File: src/rtl/mitch_div_pipe.sv
`default_nettype none
// ============================================================================
// Module      : mitch_div_pipe
// Description : Three-stage pipelined Mitchell log-domain approximate divider.
//               q ~= x / y, unsigned 16-bit operands, unsigned Q16.8 result.
//               A valid/ready handshake lets a sink stall the whole pipe.
// Revision    : 1.0 - initial release
// ============================================================================
module mitch_div_pipe #(
    parameter int W    = 15,  // fraction bits kept after normalization (1..15)
    parameter int FRAC = 8    // fractional bits of the quotient
) (
    input  logic        clk,
    input  logic        rst,
    input  logic        in_valid,
    output logic        in_ready,
    input  logic [15:0] x,
    input  logic [15:0] y,
    output logic        out_valid,
    input  logic        out_ready,
    output logic [23:0] q,
    output logic        dbz
);

    // Keeps the top W bits of the 15-bit normalized fraction.
    localparam logic [14:0] c_FMASK = 15'(15'h7FFF << (15 - W));
    // Mantissa carries 15 fraction bits; the result carries FRAC of them.
    localparam logic [5:0]  c_BIAS  = 6'(15 - FRAC);

    // Position of the most significant set bit (0 for a zero operand).
    function automatic logic [3:0] f_lod(input logic [15:0] v);
        logic [3:0] k;
        k = 4'd0;
        for (int i = 0; i < 16; i++) begin
            if (v[i]) k = i[3:0];
        end
        return k;
    endfunction

    // Stage 1 registers
    logic        r1_valid, r1_zx, r1_zy;
    logic [3:0]  r1_kx, r1_ky;
    logic [14:0] r1_fx, r1_fy;
    // Stage 2 registers
    logic        r2_valid, r2_zx, r2_zy;
    logic [16:0] r2_mant;
    logic [5:0]  r2_e;
    // Stage 3 (output) registers
    logic        r_out_valid, r_dbz;
    logic [23:0] r_q;

    logic        w_stall;
    logic [3:0]  w_kx, w_ky;
    logic [14:0] w_fx, w_fy;
    logic [15:0] w_d;
    logic [16:0] w_mant;
    logic [5:0]  w_e;
    logic [5:0]  w_s, w_nshift;
    logic [23:0] w_qsh, w_q;
    logic        w_dbz;

    // The whole pipe freezes only when a finished result is not being taken.
    assign w_stall   = r_out_valid && !out_ready;
    assign in_ready  = !w_stall;
    assign out_valid = r_out_valid;
    assign q         = r_q;
    assign dbz       = r_dbz;

    // Stage 1: leading-one detection and left-justified, truncated fraction.
    always_comb begin
        w_kx = f_lod(x);
        w_ky = f_lod(y);
        w_fx = 15'(x << (4'd15 - w_kx)) & c_FMASK;
        w_fy = 15'(y << (4'd15 - w_ky)) & c_FMASK;
    end

    // Stage 2: subtract logs; a borrow from the fraction lowers the exponent.
    always_comb begin
        w_d = {1'b0, r1_fx} - {1'b0, r1_fy};
        if (w_d[15]) begin
            w_mant = 17'h10000 + {1'b1, w_d};
        end else begin
            w_mant = 17'h08000 + {1'b0, w_d};
        end
        w_e = {2'b00, r1_kx} - {2'b00, r1_ky} - {5'd0, w_d[15]};
    end

    // Stage 3: antilog by shifting the mantissa into Q16.8, plus zero cases.
    always_comb begin
        w_s      = r2_e - c_BIAS;
        w_nshift = 6'd0 - w_s;
        if (!w_s[5]) begin
            w_qsh = {7'd0, r2_mant} << w_s;
        end else begin
            w_qsh = {7'd0, r2_mant} >> w_nshift;
        end
        w_q   = w_qsh;
        w_dbz = 1'b0;
        if (r2_zy) begin
            w_q   = 24'hFFFFFF;
            w_dbz = 1'b1;
        end else if (r2_zx) begin
            w_q   = 24'd0;
        end
    end

    // Stage 1 register: captures operands whenever the pipe advances.
    always_ff @(posedge clk or posedge rst) begin
        if (rst) begin
            r1_valid <= 1'b0;
            r1_zx    <= 1'b0;
            r1_zy    <= 1'b0;
            r1_kx    <= 4'd0;
            r1_ky    <= 4'd0;
            r1_fx    <= 15'd0;
            r1_fy    <= 15'd0;
        end else if (!w_stall) begin
            r1_valid <= in_valid;
            r1_zx    <= (x == 16'd0);
            r1_zy    <= (y == 16'd0);
            r1_kx    <= w_kx;
            r1_ky    <= w_ky;
            r1_fx    <= w_fx;
            r1_fy    <= w_fy;
        end
    end

    // Stage 2 register: log-domain difference.
    always_ff @(posedge clk or posedge rst) begin
        if (rst) begin
            r2_valid <= 1'b0;
            r2_zx    <= 1'b0;
            r2_zy    <= 1'b0;
            r2_mant  <= 17'd0;
            r2_e     <= 6'd0;
        end else if (!w_stall) begin
            r2_valid <= r1_valid;
            r2_zx    <= r1_zx;
            r2_zy    <= r1_zy;
            r2_mant  <= w_mant;
            r2_e     <= w_e;
        end
    end

    // Output register: result held stable until the sink accepts it.
    always_ff @(posedge clk or posedge rst) begin
        if (rst) begin
            r_out_valid <= 1'b0;
            r_q         <= 24'd0;
            r_dbz       <= 1'b0;
        end else if (!w_stall) begin
            r_out_valid <= r2_valid;
            r_q         <= w_q;
            r_dbz       <= w_dbz;
        end
    end

endmodule
`default_nettype wire

File: config.mk
export PLATFORM = sky130hd
export DESIGN_NAME = mitch_div_pipe
export DESIGN_NICKNAME = d
export VERILOG_FILES = /design/src/rtl/mitch_div_pipe.sv
export SDC_FILE = /design/constraint.sdc
export NUM_CORES = 1
export LEC_CHECK = 0
export ABC_AREA = 1
export CAP_MARGIN = 20
export CORE_UTILIZATION = 45
export CTS_BUF_LIST = sky130_fd_sc_hd__clkbuf_2 sky130_fd_sc_hd__clkbuf_4 sky130_fd_sc_hd__clkbuf_8
export DETAILED_ROUTE_END_ITERATION = 7
export PLACE_DENSITY = 0.61
export SLEW_MARGIN = 25
export SYNTH_ARGS = -nofsm -noshare
export SYNTH_HDL_FRONTEND = slang
export SYNTH_SLANG_ARGS = --single-unit
File: constraint.sdc
create_clock -name clk -period 4.35 [get_ports clk]
set_clock_uncertainty 0.2 [all_clocks]
set_input_delay 1.305 -clock clk [delete_from_list [all_inputs] [get_ports clk]]
set_output_delay 1.305 -clock clk [all_outputs]
set_load 0.02 [all_outputs]
==> results.tsv, run 1 <==
stage	metric	value	unit
hold_path	holdCritPathClass	reg -> reg	
placement	port_buffers	62	
clocking	clk_pin_slew_worst_paths	90	ps
placement	dp_hpwl	17000	um
finish	layout-drive-gt1-share	0.0635	
power_and_ir_drop	switching_power	3750	uW
floorplan	die_w	132	um
floorplan	ios	63	
synth	ys_ff_latch	92	
floorplan	start_util	0.461	
sta	finalCritPeriodShare	0.922	
power_and_ir_drop	sw_frac_of_total	0.557	
worst_setup_path	crit_fanout	2	
finish	syn_to_final_growth	12.8	%
power_and_ir_drop	combPwrFrac	0.710	
worst_setup_path	endpoint_kind	primary output	
routing	ant_nets	0	
power_and_ir_drop	power_frac_seq	0.206	
synth	syn_avg_cell_area	6.50	um2
synth	synth_most_common_cell	nand2_1	
floorplan	fp-row-count	47	
power_and_ir_drop	max-vdd-ir-drop	0.000404	V
synth	syn_area	0.00761	mm2
sta	fmax	249	MHz
synth	synthMuxAreaShare	0.00526	
routing	via_per_inst	5.43	
clocking	clock_path_buffers	2	
clocking	h-tree-depth	3	
finish	stdcell_area	0.00858	mm2
routing	drt_drc_violations_left	0	
synth	synth-edff-count	0	
sta	maxSlewViolCount	0	
synth	synth_common_cells	nand2_1, nand3_1, inv_1	
sta	rsz0062_at_grt	no	
synth	synth_largest_area_cell	dfrtp_1	
sta	worst_pin_slew	825	ps
synth	synth_compound_area_frac	0.164	
sta	hold_viol_final	0	
finish	fill_cells	1718	
floorplan	die_h	132	um
power_and_ir_drop	internal_power	2980	uW
routing	wirelength	22000	um
grt	grt_pass1_wl	36800	um
worst_setup_path	crit_type	in -> out	
power_and_ir_drop	p_leak	0.00418	uW
synth	seq_area_frac_synth	0.303	
finish	diodes	0	
synth	synth_top_area_share	0.303	
grt	antenna_found_initial	0	
clocking	postCtsSetupBuffers	0	
floorplan	die-area	0.0174	mm2
sta	period_needed	4010	ps
sta	finalWorstSetupSlack	339	ps
worst_setup_path	cp.required	2840	ps
sta	setup_tns	0	ps
clocking	cts_sinks	92	
sta	relSlewSlack	0.448	
sta	setup_viol	0	
routing	vias	7769	
floorplan	core_area	0.0165	mm2
clocking	ctsHoldBuffers	0	
finish	design.final.nets	1267	
power_and_ir_drop	power_density	784	mW/mm2
synth	synthTopCellsByArea	dfrtp_1, nand2_1, nand3_1, o21ai_0, inv_1	
placement	placed_cell_area	0.00839	mm2
synth	syn_nets	1230	
synth	synthAdderAreaFrac	0.0414	
run	drv_cap	0	
synth	netlist_instances	1170	
worst_setup_path	worstPathArrival	2510	ps
synth	synth_top_family_by_area	simple AND/OR/NAND/NOR gates	
synth	synthXorXnorAreaFrac	0.0178	
placement	pre_cts_ws	335	ps
worst_setup_path	cp-start-kind	primary input	
clocking	cts-buffers-inserted	9	
clocking	cts_resized	0	
grt	grt_usage	0.264	
synth	synth.distinct_cells	52	
routing	routedWlPerCell	15.3	um
synth	synthSimpleGateAreaFrac	0.374	
grt	grt_pass1_vias	7248	
synth	ys_warn_count	0	
clocking	cts-root-buf	clkbuf_8	
synth	async_reset_ff_frac	1.00	
routing	first_pass_iters	6	
clocking	clk_latency	380	ps
placement	routabilityCongestion	0.961	
clocking	cts_tree	built	
synth	synthFlopType	dfrtp_1	
grt	grt_max_degree	72	
outcome	status	completed	
grt	grt_overflow	0	
power_and_ir_drop	clkPwrFrac	0.084	
routing	drt_iter0_markers	577	
==> placed cells by master (no fill, tap or decap), types with 5 or more instances in the layout <==
master           count
nor3_1              13
dfrtp_1             92
a31oi_1              6
nor2_4               9
nand4_1              9
o21ai_0            103
o211ai_1             8
a21oi_1             44
o21ai_1             18
buf_4               14
clkdlybuf4s50_1     62
o31ai_1              6
nand2_1            334
ha_1                22
inv_2               13
clkbuf_8             9
o22ai_1              5
nand3_1            182
inv_1              111
nor2_1              77
or2_2                8
==> per-layer routing <==
metal | track usage | share of wire | vias up | wire, um
met2 | 0.426 | 0.46 | 190 | 10100
met3 | 0.0361 | 0.040 | 36 | 874
met4 | 0.0911 | 0.024 | 0 | 524
met5 | 0 | 0 | - | 0
li1 | - | - | 3978 | -
met1 | 0.363 | 0.48 | 3565 | 10500
==> state kept, by name, summed over array words and instances (netlist names), 4 cells and up <==
name / count
r1_fy: 15
r1_kx: 4
r1_fx: 15
r1_ky: 4
q: 24
r2_mant: 16
r2_e: 6
==> power groups by stage <==
stage | sequential [uW] | clock (uW) | combinational (uW)
final | 1390 | 566 | 4780
after global routing | 1430 | 620 | 5370
after CTS | 1390 | 584 | 4750
after detailed placement | 1410 | 0 | 4720
after global placement | 1400 | 0 | 4740
after floorplan | 1460 | 0 | 3400
==> path summary, 6_finish.rpt <==
check,endpoint,startpoint,cells past startpoint,slack [ps]
worst max register to register,q[4],r2_e[1],12,1230
worst max-delay path,in_ready,out_ready,4,340
min in group asynchronous,r2_e[3],rst,2,1150
worst min register to register,out_valid,r2_valid,2,260
max in group asynchronous,q[7],rst,3,2020
worst min-delay path,out_valid,r2_valid,2,260
==> cell families after synthesis <==
| kind of cell | after synthesis |
|---|---|
| compound gates | 217 |
| xor+xnor | 9 |
| fa+ha+maj | 24 |
| buf+inv | 179 |
| flops | 92 |
| mux | 4 |
| simple gates | 645 |
==> per-stage QoR <==
stage / hold slack, ps / util / total power, uW / cells
after floorplan: 220 / - / 4860 / 1170
after global placement: 233 / 0.508 / 6140 / 1416
after detailed placement: 233 / 0.508 / 6120 / 1416
after CTS: 258 / 0.519 / 6720 / 1432
after global routing: 289 / 0.519 / 7430 / 1432
final: 255 / 0.519 / 6730 / 1432
==> critical path, cell delays in order <==
cell,delay [ps]
clkdlybuf4s50_1,500
nor2_4,50
inv_2,50
clkdlybuf4s50_1,600
==> cell type report <==
type	count	area (um2)	area share
clock buffer	9	124	0.0144
multi-input combinational	899	4590	0.535
clock inverter	7	70.1	0.00817
sequential	92	2300	0.268
tap	220	275	0.0321
inverter	129	489	0.0570
timing repair buffer	76	726	0.0846
Note: power is estimated with default switching activity, not from simulation.
==> run 2: changes to the inputs <==
SLEW_MARGIN = unset   (was 25)
==> results of run 2 <==
No change in the layout: final DEF, timing and power equal those of run 1.
